### src/rtl/game_screen_ctl.sv
// Penalty game sequencer: match FSM, score keeping, frame-aligned screen select
// and shared image ROM address arbitration. Optional: AUTO_RESTART_EN.
module game_screen_ctl #(
  parameter int ROUNDS          = 5,
  parameter int END_HOLD_FRAMES = 180
) (
  input  logic        clk,
  input  logic        rst,
  input  logic        vblnk,
  input  logic        left_click,
  input  logic        role_first,
  input  logic        result_valid,
  input  logic        result_goal,
  input  logic [19:0] start_addr,
  input  logic [19:0] shooter_addr,
  input  logic [19:0] keeper_addr,
  input  logic [19:0] end_addr,
  output logic [19:0] rom_addr,
  output logic [2:0]  screen_sel,
  output logic [3:0]  player_score,
  output logic [3:0]  opp_score,
  output logic [4:0]  shot_cnt
);

  typedef enum logic [2:0] {
    S_START   = 3'd0,
    S_SHOOTER = 3'd1,
    S_KEEPER  = 3'd2,
    S_WIN     = 3'd3,
    S_LOSE    = 3'd4
  } state_t;

  localparam logic [4:0] REG_SHOTS = 5'(2 * ROUNDS);
  localparam logic [4:0] MAX_SHOTS = 5'd30;

  state_t      state, state_nx;
  logic        click_q, vblnk_q;
  logic        click_rise, frame_tick;
  logic [3:0]  p_nx, o_nx, p_inc, o_inc;
  logic [4:0]  n_nx, n_inc;

`ifdef AUTO_RESTART_EN
  localparam logic [7:0] HOLD = 8'(END_HOLD_FRAMES);
  logic [7:0] hold_cnt, hold_nx;
`endif

  assign click_rise = left_click & ~click_q;
  assign frame_tick = vblnk & ~vblnk_q;

  always_comb begin
    state_nx = state;
    p_nx     = player_score;
    o_nx     = opp_score;
    n_nx     = shot_cnt;
`ifdef AUTO_RESTART_EN
    hold_nx  = hold_cnt;
`endif
    n_inc = shot_cnt + 5'd1;
    p_inc = player_score;
    o_inc = opp_score;
    if (result_goal && state == S_SHOOTER && player_score != 4'hf)
      p_inc = player_score + 4'd1;
    if (result_goal && state == S_KEEPER && opp_score != 4'hf)
      o_inc = opp_score + 4'd1;

    case (state)
      S_START: begin
        if (click_rise) begin
          p_nx     = 4'd0;
          o_nx     = 4'd0;
          n_nx     = 5'd0;
          state_nx = role_first ? S_KEEPER : S_SHOOTER;
        end
      end
      S_SHOOTER, S_KEEPER: begin
        if (result_valid) begin
          p_nx = p_inc;
          o_nx = o_inc;
          n_nx = n_inc;
          if (n_inc >= REG_SHOTS && !n_inc[0] && p_inc != o_inc)
            state_nx = (p_inc > o_inc) ? S_WIN : S_LOSE;
          else if (n_inc == MAX_SHOTS)
            state_nx = S_LOSE;
          else
            state_nx = (state == S_SHOOTER) ? S_KEEPER : S_SHOOTER;
`ifdef AUTO_RESTART_EN
          hold_nx = 8'd0;
`endif
        end
      end
      S_WIN, S_LOSE: begin
        if (click_rise) begin
          state_nx = S_START;
        end
`ifdef AUTO_RESTART_EN
        else if (frame_tick) begin
          hold_nx = hold_cnt + 8'd1;
          if (hold_nx == HOLD)
            state_nx = S_START;
        end
`endif
      end
      default: state_nx = S_START;
    endcase
  end

  always_ff @(posedge clk) begin
    if (rst) begin
      state        <= S_START;
      click_q      <= 1'b0;
      vblnk_q      <= 1'b0;
      player_score <= 4'd0;
      opp_score    <= 4'd0;
      shot_cnt     <= 5'd0;
      screen_sel   <= 3'd0;
      rom_addr     <= 20'd0;
`ifdef AUTO_RESTART_EN
      hold_cnt     <= 8'd0;
`endif
    end else begin
      state        <= state_nx;
      click_q      <= left_click;
      vblnk_q      <= vblnk;
      player_score <= p_nx;
      opp_score    <= o_nx;
      shot_cnt     <= n_nx;
`ifdef AUTO_RESTART_EN
      hold_cnt     <= hold_nx;
`endif
      // only the state sampled at the frame edge reaches the screen
      if (frame_tick)
        screen_sel <= state;
      case (screen_sel)
        3'd0:       rom_addr <= start_addr;
        3'd1:       rom_addr <= shooter_addr;
        3'd2:       rom_addr <= keeper_addr;
        3'd3, 3'd4: rom_addr <= end_addr;
        default:    rom_addr <= 20'd0;
      endcase
    end
  end

endmodule

### config.mk
export PLATFORM = sky130hd
export DESIGN_NAME = game_screen_ctl
export DESIGN_NICKNAME = d
export VERILOG_FILES = /design/src/rtl/game_screen_ctl.sv
export SDC_FILE = /design/constraint.sdc
export NUM_CORES = 1
export LEC_CHECK = 0
export BUFFER_PORTS_ARGS = -buffer_cell sky130_fd_sc_hd__buf_2
export CELL_PAD_IN_SITES_DETAIL_PLACEMENT = 0
export CELL_PAD_IN_SITES_GLOBAL_PLACEMENT = 1
export CORE_ASPECT_RATIO = 1.1
export CORE_MARGIN = 2
export CORE_UTILIZATION = 35
export DETAILED_ROUTE_END_ITERATION = 12
export PLACE_DENSITY = 0.89
export SYNTH_ARGS = -nofsm -noshare
export SYNTH_HDL_FRONTEND = slang
export SYNTH_SLANG_ARGS = --single-unit
### constraint.sdc
create_clock -name clk -period 7.6 [get_ports clk]
set_input_delay 1.14 -clock clk [delete_from_list [all_inputs] [get_ports clk]]
set_output_delay 1.14 -clock clk [all_outputs]
set_load 0.005 [all_outputs]
==> impl_metrics.ini, run 1 <==
[floorplan]
die_area_um2 = 8030
ios = 123
chipWidth_um = 85.6
initial_core_util_pct = 36.4
fp.coreArea_um2 = 7050
core.rowCount = 32
dieHeight_um = 93.8

[setup_path]
crit_type = primary input to flip-flop
start_kind = primary input
crit_required_ps = 7760
worstPathArrival_ps = 3160
path_max_fanout = 6
worstSetupEndpointType = flip-flop

[place]
portBuffers = 122
hpwlAfterDp_mm = 5.01
gp_congestion = 0.821
place_ws_ps = 4310
dp.cells = 518

[sta]
slew_headroom_pct = 13.0
hold_viol = 0
finalCritPeriodShare_pct = 39.4
clock.fmax_mhz = 334
min_period_ps = 3000
worst-slew-pin-transition_ps = 1300
rsz0062_at_grt = false
fin_tns_setup_ps = 0
slew_violations = 0
fin_ws_ps = 4600
setup_viol = 0
skew_ps = 10.6

[clock_network]
htree_levels = 2
insertion_delay_ps = 300
clk_pin_slew_ps = 70
cts_made_buffers = 5
clock_sinks = 41
clockBufferDepth = 2
cts_root_buf = clkbuf_8
cts_setup_buffers = 0
cts_resized = 0
cts_hold_buf = 0
cts_tree = built

[yosys]
yosysWarningCount = 0
yosysSeqAreaShare_pct = 32.0
netlist_area_um2 = 2570
yosys.cell_types.count = 51
ys_ff_latch = 41
syn_inst = 328
synth_nets = 423
ys.flop_type = dfxtp_1
avgSynthCellArea_um2 = 7.82
synthArstFlopShare_pct = 0
synth_edf_count = 0

[routing]
viasPerCell = 5.00
wire_per_inst_um = 12.9
vias = 2629
wirelength_mm = 6.76
drt_iter0_drc = 77
drc_errors = 0
ant_nets = 0
drtPass1Iterations = 4

[final_layout]
final_cells = 526
final_cell_mix = 122 x buf_2, 41 x dfxtp_1, 40 x nor2_1
fillCellCount = 721
final_common_cell = buf_2
register_area_um2 = 821
fin_nets = 535
antenna-diode-count = 0
areaGrowthSynthToFinish_pct = 28.3
multi_input_area_um2 = 1630
drive_gt1_share_pct = 32.9

[global_routing]
grt_pass1_vias = 2611
grt_pass1_wl_mm = 11.4
grt_overflow_total = 0
grt_usage_pct = 17.2
antenna_found_initial = 0
grt_max_degree = 26

[status]
status = finished clean

[power]
total_power_uw = 495
power_leakage_uw = 0.00148
pwr_density_cell_nw_per_um2 = 150
peakVddDrop_mv = 0.0612

[run]
max_cap_viol_count = 0

[worst_hold_path]
holdCritPathClass = flip-flop to flip-flop
-- synth_stat cells (2+ instances only) --
master / number / area share, %
or3_1: 2 / 0.49
mux2i_1: 26 / 10
xor2_1: 3 / 1.0
o21ai_1: 2 / 0.39
nand2b_1: 4 / 0.97
o21ai_0: 25 / 4.9
buf_2: 8 / 1.6
nand4_1: 3 / 0.73
nand3_1: 8 / 1.6
a311oi_1: 2 / 0.68
ha_1: 8 / 3.9
nor2_1: 40 / 5.9
a21oi_1: 35 / 6.8
buf_6: 2 / 0.88
inv_1: 5 / 0.73
nor3_1: 2 / 0.39
clkbuf_1: 10 / 1.5
and4bb_4: 2 / 1.3
a31oi_1: 3 / 0.73
xnor2_1: 3 / 1.0
nor2b_1: 7 / 1.7
and2_1: 22 / 5.4
dfxtp_1: 41 / 32
nand2_1: 35 / 5.1
and3_1: 2 / 0.49
o31ai_1: 2 / 0.58
or2_2: 2 / 0.49
-- path summary, 6_finish.rpt --
path / from / endpoint / slack [ps] / depth (start not counted)
worst max-delay path: result_goal / state[0] / 4600 / 10
worst min-delay path: shot_cnt[4] / shot_cnt[4] / 510 / 2
worst max register to register: state[1] / state[0] / 4800 / 9
worst min register to register: shot_cnt[4] / shot_cnt[4] / 510 / 2
-- per-layer routing --
metal  vias up  GRT usage (%)  wire length (um)
li1       1363              -                 -
met1      1177           19.2              2770
met2        82           32.4              3530
met3         7           3.69               399
met4         0           5.16                71
met5         -              0                 0
-- cells by family after synthesis --
| family | share of synthesized area [%] |
|---|---|
| simple gates | 27.8 |
| compound gates | 17.9 |
| flops | 32.0 |
| mux | 10.6 |
| buf+inv | 4.63 |
| fa+ha+maj | 3.90 |
| xor+xnor | 3.12 |
-- registers in the layout, indices dropped and copies added (netlist names) --
register,flops
player_score,4
screen_sel,3
click_q,1
shot_cnt,5
vblnk_q,1
opp_score,4
state,3
rom_addr,20
-- cell type report --
type / instances / area share, %
multi-input combinational: 262 / 49.5
sequential: 41 / 24.9
timing repair buffer: 125 / 19.2
tap: 85 / 3.23
clock buffer: 6 / 2.20
inverter: 5 / 0.570
clock inverter: 2 / 0.304
-- through the flow --
step           hold WS (ps)  area [um^2]  utilization [%]
6_report                511         3290             46.7
2_1_floorplan           501         2570                -
3_5_place_dp            501         3210             45.5
3_3_place_gp            487         3210             45.5
4_1_cts                 520         3290             46.7
5_1_grt                 564         3290             46.7
-- power breakdown --
| group | switching [uW] | internal [uW] | leakage [uW] |
|---|---|---|---|
| Combinational | 57.6 | 56.3 | 0.00110 |
| Clock | 76.2 | 63.7 | 0.0000450 |
| Sequential | 13.4 | 227 | 0.000337 |
-- critical path, cell delays in order --
cell and delay, ps:
buf_2 110, and4bb_4 220, nand2_4 80, mux2_2 340, ha_1 290, nand4_1 120, and2_1 220, a2111o_1 310
o221ai_1 210, o21ai_0 120
Power figures use the tool's default switching activity.
==> run 2: changes to the inputs <==
Settings changed: CORE_UTILIZATION 35 to 29, PLACE_DENSITY 0.89 to 0.79.
Clock period 7.6 ns to 2.4 ns, I/O delays scaled along.
==> run 2 against run 1 <==
  * Non-clock buffer count is 20 higher
  * Register-to-register slack worse by 4800 ps
  * Die area is 20% higher
  * Count of clock-buffer cells in the layout is 1 higher
  * Wire length is 9.3% higher
  * Clock skew hardly changed
  * Via count is 4.8% higher
  * Critical path type is now flip-flop to flip-flop
==> impl_metrics.ini, run 2 (same netlist as run 1, synthesis figures left out) <==
[final_layout]
final_common_cell = buf_2
drive_gt1_share_pct = 38.0
final_util_pct = 40.7
largest_register_ffs = 20
top_register = rom_addr
final_cells = 575
largestRegisters = rom_addr x20, shot_cnt x5
areaGrowthSynthToFinish_pct = 38.6
fin_nets = 555
fillCellCount = 963
final_cell_mix = 122 x buf_2, 40 x nor2_1, 36 x dfxtp_1
antenna-diode-count = 0

[routing]
drc_errors = 0
drt_iter0_drc = 85
wirelength_mm = 7.39
vias = 2755
drtPass1Iterations = 4
ant_nets = 0
wire_per_inst_um = 12.9
viasPerCell = 4.79

[sta]
hold_viol = 0
rsz0062_at_grt = true
fin_ws_ps = 39.5
clock.fmax_mhz = 424
slew_violations = 0
hold_ws_ps = 289
finalCritPeriodShare_pct = 98.4
setup_viol = 0
slew_headroom_pct = 63.0
worst-slew-pin-transition_ps = 554
skew_ps = 10.4
fin_tns_setup_ps = 0
min_period_ps = 2360

[run]
max_cap_viol_count = 0

[setup_path]
r2r_start = state[2]
regToRegEndpoint = state[1]
cpLargestDelayFamily = simple AND/OR/NAND/NOR gates
worst-path-buf-inv = 0
worstPathArrival_ps = 2550
crit_type = flip-flop to flip-flop
r2r_slack_ps = 40
reg2reg_depth = 9
crit_path_top_delay_cell = and4bb_4
path_max_fanout = 6
crit_required_ps = 2590
start_kind = flip-flop
worstSetupEndpointType = flip-flop
crit_path_max_incr_delay_ps = 390
crit_chain = and4bb_4 > nand4_4 > xor2_1 > ha_1 > nand4_1 > and2_4 > a2111o_1 > o221ai_2 > o21ai_1

[floorplan]
dieHeight_um = 103
initial_core_util_pct = 29.4
ios = 123
chipWidth_um = 93.7
core.rowCount = 36
die_area_um2 = 9620
fp.coreArea_um2 = 8740

[power]
peakVddDrop_mv = 0.241
swShare_pct = 27.6
clkPwrFrac_pct = 33.5
pwr_density_cell_nw_per_um2 = 490
p_seq_share_pct = 42.6
combPwrFrac_pct = 23.9
power_switching_uw = 482
p_int_uw = 1260
power_leakage_uw = 0.00160

[clock_network]
cts_root_buf = clkbuf_8
clock_sinks = 41
clockBufferDepth = 2
cts_made_buffers = 5
clk_pin_slew_ps = 90
htree_levels = 2
cts_hold_buf = 0
insertion_delay_ps = 300
cts_tree = built

[place]
hpwlAfterDp_mm = 5.76
gp_congestion = 0.828
portBuffers = 122
place_ws_ps = -84.3
dp.cells = 563

[worst_hold_path]
holdCritPathClass = primary input to flip-flop
hold_start = vblnk
whs_endpoint = vblnk_q
whs_path_depth = 2

[global_routing]
grt_pass1_vias = 2577
grt_pass1_wl_mm = 11.7
antenna_found_initial = 0
grt_max_degree = 24
grt_usage_pct = 15.0
grt_overflow_total = 0

[status]
status = finished clean
run 2: cell types whose count changed in the layout (fill, tap and decap cells not counted), moves of 2 or more:
| cell | previous run | this run |
|---|---|---|
| buf_4 | 3 | 23 |
| clkinv_2 | 2 | 0 |
| dfxtp_1 | 41 | 36 |
| dfxtp_2 | 0 | 5 |
| ha_1 | 8 | 6 |
| o21ai_0 | 25 | 23 |
| o21ai_1 | 2 | 4 |
run 2: cell type report:
| type | instances | area, um^2 | area share [%] |
|---|---|---|---|
| Clock buffer | 7 | 86.3 | 2.43 |
| Inverter | 5 | 18.8 | 0.528 |
| Sequential cell | 41 | 827 | 23.3 |
| Timing Repair Buffer | 145 | 783 | 22.0 |
| Clock inverter | 1 | 30.0 | 0.844 |
| Tap cell | 114 | 143 | 4.01 |
| Multi-Input combinational cell | 262 | 1670 | 46.9 |
run 2: through the flow:
step / power, uW / instance area [um^2]
6_report: 1740 / 3560
5_1_grt: 1850 / 3560
4_1_cts: 1770 / 3510
3_5_place_dp: 1170 / 3380
3_3_place_gp: 1170 / 3380
2_1_floorplan: 1000 / 2580
run 2: repair_timing:
| action | 4_1_cts | 5_1_grt |
|---|---|---|
| gates resized for setup | 2 | 8 |
| endpoints found under the setup margin | 2 | 3 |
| setup buffers | 0 | 4 |
| pin swaps | 0 | 3 |
run 2: worst max path at each step:
stage	to	start	slack, ps	cells past startpoint
floorplan	state[0]	player_score[0]	10	10
global placement	state[0]	result_goal	-2	10
detailed placement	state[1]	result_goal	-80	10
CTS	state[1]	player_score[0]	10	10
global route	state[1]	state[2]	-80	9
finish	state[1]	state[2]	40	9
run 2: power by group through the flow:
stage | clock network [uW] | registers (uW) | logic, uW
2_1_floorplan | 0 | 758 | 243
3_3_place_gp | 0 | 757 | 411
3_5_place_dp | 0 | 757 | 417
4_1_cts | 607 | 742 | 418
5_1_grt | 630 | 748 | 468
6_report | 584 | 742 | 416
run 2: routing by layer:
metal | global-route usage [%] | wire length, um
met1 | 19.0 | 3220
met2 | 25.8 | 3700
met3 | 3.00 | 370
met4 | 4.46 | 107
met5 | 0 | 0
==> run 3: changes to the inputs <==
Settings changed: GPL_TIMING_DRIVEN set to 0, RECOVER_POWER set to 25.
==> run 3 against run 2 <==
  * The run now ends with negative setup slack left
  * First-iteration DRC count up 29%
  * Non-clock buffer count increased by 8
  * Die area is the same
  * Critical path depth up 1
  * Hold slack got worse by 3.8 ps
  * Register-to-register slack worse by 140 ps
  * Via count grew 1.3%
  * Combinational power grew 6.3%
  * Sequential share of layout area fell by 0.11 points
  * Clock skew decreased by 4.9 ps
  * Cell area rose by 1.2%
  * Count of clock-buffer cells in the layout is the same
  * Critical path type unchanged
  * Largest cell class unchanged
==> impl_metrics.ini, run 3 (same netlist as run 1, synthesis figures left out) <==
[routing]
drc_errors = 0
drtPass1Iterations = 4
wire_per_inst_um = 13.4
vias = 2790
drt_iter0_drc = 110
ant_nets = 0
viasPerCell = 4.79
wirelength_mm = 7.84

[floorplan]
chipWidth_um = 93.7
core.rowCount = 36
ios = 123
dieHeight_um = 103
fp.coreArea_um2 = 8740
initial_core_util_pct = 29.4
die_area_um2 = 9620

[clock_network]
cts_made_buffers = 5
clockBufferDepth = 2
cts_tree = built
cts_hold_buf = 0
cts_root_buf = clkbuf_8
htree_levels = 2
clock_sinks = 41
insertion_delay_ps = 290
clk_pin_slew_ps = 80

[final_layout]
final_common_cell = buf_2
drive_gt1_share_pct = 35.8
largest_register_ffs = 20
final_cells = 583
top_register = rom_addr
antenna-diode-count = 0
areaGrowthSynthToFinish_pct = 40.3
final_cell_mix = 115 x buf_2, 40 x nor2_1, 35 x nand2_1, 35 x dfxtp_1, 34 x a21oi_1
largestRegisters = rom_addr x20, shot_cnt x5
fin_nets = 563

[sta]
skew_ps = 5.46
fin_tns_setup_ps = -186
clock.fmax_mhz = 400
setup_viol = 2
rsz0062_at_grt = true
hold_viol = 0
hold_ws_ps = 285
slew_violations = 0
fin_ws_ps = -100
finalCritPeriodShare_pct = 104
slew_headroom_pct = 63.2
min_period_ps = 2500
worst-slew-pin-transition_ps = 552

[global_routing]
antenna_found_initial = 0
grt_pass1_wl_mm = 11.9
grt_max_degree = 13
grt_pass1_vias = 2584
grt_overflow_total = 0
grt_usage_pct = 15.4

[status]
status = finished, violations left
violations = negative setup slack

[setup_path]
path_max_fanout = 4
crit_required_ps = 2580
crit_chain = buf_6 > and4bb_4 > nand2_4 > mux2_4 > ha_4 > nand4_1 > and2_4 > a2111o_1 > o221ai_2 > o21ai_1
worstSetupEndpointType = flip-flop
crit_type = flip-flop to flip-flop
crit_path_top_delay_cell = and4bb_4
r2r_start = state[1]
worstPathArrival_ps = 2680
r2r_slack_ps = -100
reg2reg_depth = 10
start_kind = flip-flop
crit_path_max_incr_delay_ps = 350
regToRegEndpoint = state[0]

[power]
peakVddDrop_mv = 0.195
pwr_density_cell_nw_per_um2 = 469
power_leakage_uw = 0.00155

[place]
portBuffers = 121
dp.cells = 563
gp_congestion = 0.827
hpwlAfterDp_mm = 5.83

[worst_hold_path]
hold_start = vblnk
whs_endpoint = vblnk_q
whs_path_depth = 2
holdCritPathClass = primary input to flip-flop

[run]
max_cap_viol_count = 0
run 3: how the worst max path moves through the flow:
stage                          startpoint       end  slack, ps  depth (start not counted)
after global placement           state[1]  state[0]       -220                         10
after global routing             state[1]  state[0]       -190                         10
final                            state[1]  state[0]       -100                         10
after floorplan           player_score[0]  state[0]         10                         10
after detailed placement         state[1]  state[0]       -240                         10
after CTS                        state[1]  state[0]       -130                         10
run 3: final cells by class:
| type | instances | area, um^2 |
|---|---|---|
| Multi-Input combinational cell | 262 | 1720 |
| Clock inverter | 1 | 5.00 |
| Inverter | 5 | 18.8 |
| Tap cell | 114 | 143 |
| Clock buffer | 7 | 96.3 |
| Fill cell | 940 | 5140 |
| Buffer | 20 | 106 |
| Sequential cell | 41 | 833 |
| Timing Repair Buffer | 133 | 679 |
run 3: metrics by stage:
step	util [%]	area, um^2	power, uW	setup WS [ps]
6_report	41.2	3600	1690	-100
5_1_grt	41.2	3600	1800	-190
4_1_cts	40.5	3540	1700	-127
3_5_place_dp	38.0	3320	1170	-235
3_3_place_gp	38.0	3320	1160	-222
2_1_floorplan	-	2580	1000	11.1
run 3: power breakdown:
| group | internal [uW] | switching (uW) | leakage, uW |
|---|---|---|---|
| logic | 213 | 229 | 0.00115 |
| registers | 719 | 20.2 | 0.000340 |
| clock network | 260 | 248 | 0.0000542 |
run 3: what timing repair did:
| action | in CTS | in global routing |
|---|---|---|
| resized for setup | 14 | 9 |
| cloned | 0 | 0 |
| buffers inserted | 8 | 4 |
| setup endpoints to repair | 3 | 3 |
| pin swaps | 9 | 11 |
run 3: layer usage:
layer	vias to the layer above	wire length, um	global-route usage [%]
met5	-	0	0
met4	0	156	5.24
met3	13	375	3.07
met2	71	3930	26.1
met1	1279	3380	19.7
li1	1427	-	-
run 3: worst max-delay path: cells and delay by family, from the launching register on:
kind / cells / cell delay (ps)
simple gates: 4 / 720
compound gates: 3 / 630
fa+ha+maj: 1 / 270
buf+inv: 1 / 110
flops: 1 / 330
mux: 1 / 320
